<file path="src/rtl/mc51_mem_resp_pkg.sv">
// Shared state encodings and request-type codes for the MC51 memory responder.
package global_param;

    localparam logic [1:0] ST_IDLE   = 2'd0;
    localparam logic [1:0] ST_ACCESS = 2'd1;
    localparam logic [1:0] ST_WAIT   = 2'd2;
    localparam logic [1:0] ST_RESP   = 2'd3;

    localparam logic [1:0] REQ_PRG_RD = 2'd0;
    localparam logic [1:0] REQ_DAT_RD = 2'd1;
    localparam logic [1:0] REQ_WRITE  = 2'd2;

    // A write strobe dominates; a read with PSEN low is a program fetch.
    function automatic logic [1:0] decode_req(input logic we_n, input logic psen_n);
        if (!we_n) begin
            return REQ_WRITE;
        end
        if (!psen_n) begin
            return REQ_PRG_RD;
        end
        return REQ_DAT_RD;
    endfunction

endpackage

</file>
<file path="src/rtl/mc51_iram.sv">
// 256x8 internal data RAM: single port, synchronous write, registered read.
module mc51_iram (
    input  logic       clk,
    input  logic       we,
    input  logic       re,
    input  logic [7:0] addr,
    input  logic [7:0] wdata,
    output logic [7:0] rdata
);

    logic [7:0] mem [256];

    always_ff @(posedge clk) begin
        if (we) begin
            mem[addr] <= wdata;
        end
        if (re) begin
            rdata <= mem[addr];
        end
    end

endmodule

</file>
<file path="src/rtl/mc51_mem_resp.sv">
// MC51 memory responder: decodes CPU strobes, services program ROM / IRAM
// accesses with configurable wait states and returns a one-cycle ready pulse.
module mc51_mem_resp
    import global_param::*;
#(
    parameter int unsigned PRG_WAIT = 0,
    parameter int unsigned DAT_WAIT = 0
) (
    input  logic        clk,
    input  logic        reset,
    input  logic [15:0] i_mem_addr,
    input  logic [7:0]  i_mem_wdata,
    input  logic        i_rd_n,
    input  logic        i_we_n,
    input  logic        i_psen_n,
    output logic [7:0]  o_mem_rdata,
    output logic        o_data_rdy,
    output logic        o_bus_err,
    output logic [15:0] o_prg_addr,
    output logic        o_prg_en,
    input  logic [7:0]  i_prg_rdata
);

    localparam logic [3:0] PRG_WAIT_C = 4'(PRG_WAIT);
    localparam logic [3:0] DAT_WAIT_C = 4'(DAT_WAIT);

    logic [1:0]  state;
    logic [1:0]  req_type;
    logic [15:0] addr_q;
    logic [7:0]  wdata_q;
    logic        err_q;
    logic [3:0]  wait_cnt;
    logic        post_access;
    logic [7:0]  hold_q;

    logic        req_valid;
    logic [3:0]  wait_load;
    logic [7:0]  src_data;
    logic [7:0]  iram_rdata;
    logic        iram_we;
    logic        iram_re;

    assign req_valid = !i_we_n || !i_rd_n;
    assign wait_load = (req_type == REQ_PRG_RD) ? PRG_WAIT_C : DAT_WAIT_C;
    assign src_data  = (req_type == REQ_PRG_RD) ? i_prg_rdata : iram_rdata;

    always_ff @(posedge clk) begin
        if (reset) begin
            state       <= ST_IDLE;
            req_type    <= REQ_DAT_RD;
            addr_q      <= '0;
            wdata_q     <= '0;
            err_q       <= 1'b0;
            wait_cnt    <= '0;
            post_access <= 1'b0;
            hold_q      <= '0;
        end else begin
            post_access <= (state == ST_ACCESS);
            // Source data is valid only in the cycle after ACCESS; keep a copy for long waits.
            if (post_access) begin
                hold_q <= src_data;
            end
            case (state)
                ST_IDLE: begin
                    if (req_valid) begin
                        addr_q   <= i_mem_addr;
                        wdata_q  <= i_mem_wdata;
                        req_type <= decode_req(i_we_n, i_psen_n);
                        err_q    <= !i_we_n && !i_rd_n;
                        state    <= ST_ACCESS;
                    end
                end
                ST_ACCESS: begin
                    wait_cnt <= wait_load;
                    state    <= (wait_load == 4'd0) ? ST_RESP : ST_WAIT;
                end
                ST_WAIT: begin
                    if (wait_cnt != 4'd0) begin
                        wait_cnt <= wait_cnt - 4'd1;
                    end
                    if (wait_cnt <= 4'd1) begin
                        state <= ST_RESP;
                    end
                end
                ST_RESP: begin
                    state <= ST_IDLE;
                end
                default: begin
                    state <= ST_IDLE;
                end
            endcase
        end
    end

    always_comb begin
        iram_we     = (state == ST_ACCESS) && (req_type == REQ_WRITE);
        iram_re     = (state == ST_ACCESS) && (req_type == REQ_DAT_RD);
        o_data_rdy  = (state == ST_RESP);
        o_bus_err   = (state == ST_ACCESS) && err_q;
        o_prg_en    = (state == ST_ACCESS) && (req_type == REQ_PRG_RD);
        o_prg_addr  = o_prg_en ? addr_q : '0;
        o_mem_rdata = '0;
        // With no wait states RESP is the cycle right after ACCESS, so bypass the hold register.
        if ((state == ST_RESP) && (req_type != REQ_WRITE)) begin
            o_mem_rdata = post_access ? src_data : hold_q;
        end
    end

    mc51_iram u_iram (
        .clk   (clk),
        .we    (iram_we),
        .re    (iram_re),
        .addr  (addr_q[7:0]),
        .wdata (wdata_q),
        .rdata (iram_rdata)
    );

endmodule

</file>
<file path="config.mk">
export PLATFORM = sky130hd
export DESIGN_NAME = mc51_mem_resp
export DESIGN_NICKNAME = d
export VERILOG_FILES = /design/src/rtl/mc51_mem_resp_pkg.sv /design/src/rtl/mc51_iram.sv /design/src/rtl/mc51_mem_resp.sv
export SDC_FILE = /design/constraint.sdc
export NUM_CORES = 2
export LEC_CHECK = 0
export ABC_AREA = 1
export BUFFER_PORTS_ARGS = -buffer_cell sky130_fd_sc_hd__buf_4
export CAP_MARGIN = 25
export CORE_AREA = 2 2 486 584
export CTS_BUF_LIST = sky130_fd_sc_hd__clkbuf_4 sky130_fd_sc_hd__clkbuf_8
export CTS_CLUSTER_SIZE = 28
export DETAILED_ROUTE_END_ITERATION = 7
export DIE_AREA = 0 0 488 586
export GPL_TIMING_DRIVEN = 1
export SYNTH_ARGS = -nofsm -noshare
export SYNTH_HDL_FRONTEND = slang
export SYNTH_SLANG_ARGS = --single-unit
</file>
<file path="constraint.sdc">
create_clock -name clk -period 3.9 [get_ports clk]
set_input_delay 0.585 -clock clk [delete_from_list [all_inputs] [get_ports clk]]
set_output_delay 0.585 -clock clk [all_outputs]
set_load 0.05 [all_outputs]
</file>
==> results.md <==
* Measured slew at the worst slew-check pin at 1.157 ns
* Register area at between 0.06 and 0.07 mm²
* DP Area at 0.09283 mm²
* Cell count after synthesis at ~8200
* Syn nets at between 8000 and 9000
* Sink Count at between 2000 and 2500
* Final Worst Setup Slack at 0.2560 ns
* Detailed Place HPWL at about 150 mm
* Vias per inst at 4.735
* Psw at about 15 mW
* Area growth, synth to finish at 14.55%
* Fin cells at 12500
* YS warnings at 0
* Routed WL at 247.0 mm
* Die ar. at about 0.29 mm²
* Filler instances at 27620
* Flop pwr share at around half
* CP Data Required Time at 3.31 ns
* Total gr overflow at 0
* Initial antenna violation count at 9
* First-pass GRT wire length at 367.2 mm
* Most frequent cells after synthesis: 4736 x nand2_1, 2056 x edfxtp_1, 399 x nor2_1
* Row count at 213
* Total power at 51.17 mW
* Top_reg_cell synth: edfxtp_1
* Pre-CTS WS at 0.5321 ns
* Hold slack at 0.07851 ns
* Startpoint Class: register
* Area contributors post-synth: edfxtp_1 71%, nand2_1 21%, nor2_1 1.7%
* Post-route design area at approximately 0.1 mm²
* FMAX at ~270 MHz
* Post-synth EDFFs at 2056
* Setup TNS at 0 ns
* Largest net degree at the start of global routing at between 150 and 200
* Starting density of the core at 30.90%
* Yosys top cell by area: edfxtp_1
* CTS buffer count at 314
* Ys async rst share at 0%
* Clock Latency Late Sink at slightly below 1 ns
* Core area at roughly 0.28 mm²
* Worst rel slew slack at 22.90%
* Hold crit path type: input port to register
* Endpoints failing hold at 0
* Final net count at 8548
* Switch share at 28.79%
* Synth top area share at 71.33%
* DR pass1 iterations at 6
* Seq/Total Area, Yosys at about 72%
* Crit Path Class: register to output port
* CTS root buffer: clkbuf_8
* ANT nets after route at 0
* Drt wl/cell at 19.76 µm
* Die Y at 586 µm
* Most frequent cell after synthesis: nand2_1
* MaxCap Viol Count at 0
* Synth unique cells at 27
* Outcome: completed
* Period utilization at 93.43%
* RSZ-0062 raised after global routing: false
* Final Max Tran Viols at 0
* Die Span X at 488 µm
* Pleak at 39.12 nW
* Int Pwr at around 36 mW
* Setup Skew at a little over 0.08 ns
* IO buf count at 63
* Critical Path End Type: output port
* CTS tree: built
* H-tree levels at 5
* Bufs on Longest Clock Path at 4
* Layout cell share with drive strength beyond 1 at approximately a tenth
* Drt drc at 0
* Post-synthesis cell area at 0.08655 mm²
* Tmin final at approximately 3.6 ns
* Routability congestion estimate at 0.8835
* Clk pin slew, worst setup/hold paths at 0.07 ns
* Avg Cell Area, Syn at 10.51 µm²
* Ports at between 60 and 70
* Peak supply drop at 0.4140 mV
* Worst Path Max Fanout at 9
* Gr usage total at 16.91%
* Fin util at 35.40%
* DRT iter0 DRCs at 5894
* Vias in the first global route at between 50000 and 60000
* Clock share of power at 34.3%
* DR vias at 59180
* Comb power frac at 15.1%
* Setup violators final at 0
* Crit path DAT at 3.06 ns
* Post-Place Cells at about 12000
* Seq cells post-synth at ~2100
* Area of the multi-input gates at 0.02212 mm²
* Power per Cell Area at 516.1 mW/mm²
state kept, by name, summed over array words and instances, names as in the netlist:
name	count
hold_q	8
u_iram.mem	2048
post_access	1
u_iram.rdata	8
err_q	1
wait_cnt	4
req_type	2
state	2
addr_q	16
wdata_q	8
final cells by class:
cell class	instances	area share (%)
Inverter	39	0.1830
Timing Repair Buffer	387	3.587
Sequential cell	2098	63.16
Clock inverter	143	0.9503
Clock buffer	400	5.048
Tap cell	3762	4.748
Multi-Input combinational cell	5664	22.31
Antenna cell	6	0.01514
kinds of logic after synthesis:
kind of cell,count (synthesis),share of synthesized area (%)
DFF,2098,72.30
AOI/OAI and AO/OA,256,1.486
buffers and inverters,471,2.274
and+or+nand+nor,5401,23.83
adders and majority gates,7,0.1012
power groups by stage:
stage	Sequential, mW	Combinational [mW]	Clock [mW]
global route	25.9	8.46	18.8
finish	25.9	7.74	17.6
global placement	26.4	7.58	0
floorplan	26.6	4.11	0
detailed placement	26.3	7.67	0
CTS	25.9	7.72	17.9
final timing paths:
kind	start	end	slack [ns]	depth (start not counted)
setup reg to reg	addr_q[1]$_SDFFE_PP0P_	u_iram.rdata[5]$_DFFE_PP_	0.35	14
hold reg to reg	addr_q[14]$_SDFFE_PP0P_	addr_q[14]$_SDFFE_PP0P_	0.46	2
hold / removal	i_prg_rdata[3]	hold_q[3]$_SDFF_PP0_	0.08	5
setup / recovery	req_type[0]$_SDFFE_PP1P_	o_prg_addr[9]	0.26	7
critical path, stage by stage (launching register included):
cell and delay (ns):
dfxtp_1 0.37, nor2_2 0.14, clkinv_1 0.29, nor2_1 0.31
clkinvlp_4 0.32, buf_4 0.31, nor2_1 0.12, buf_4 0.21
cell usage in the layout, fill, tap and decap left out, drive strengths merged:
master,count
nand2,4736
edfxtp,2056
nor2,403
clkbuf,400
buf,355
nand3,252
o21ai,197
clkinv,124
a21oi,56
dfxtp,42
inv,38
dlygate4sd3,32
clkinvlp,10
bufinv,10
ha,7
diode,6
nand4,4
or2,2
nor3,1
and2,1
nand3b,1
a31oi,1
o22ai,1
nor4,1
a211oi,1
repair_timing:
item                                    in CTS  in global routing
hold endpoints to repair                    34                  0
endpoints found under the setup margin       7                  0
hold buffers                                32                  0
gates resized for setup                      1                  0
buffers inserted                             3                  0
routing by layer:
| metal | GRT usage, % | share of wire, % | vias to the layer above |
|---|---|---|---|
| met4 | 7.708 | 4.4 | 0 |
| met1 | 21.10 | 40 | 28670 |
| met5 | 0 | 0 | - |
| li1 | - | - | 27690 |
| met2 | 28.75 | 48 | 2356 |
| met3 | 2.725 | 7.4 | 460 |
Power figures use the tool's default switching activity.
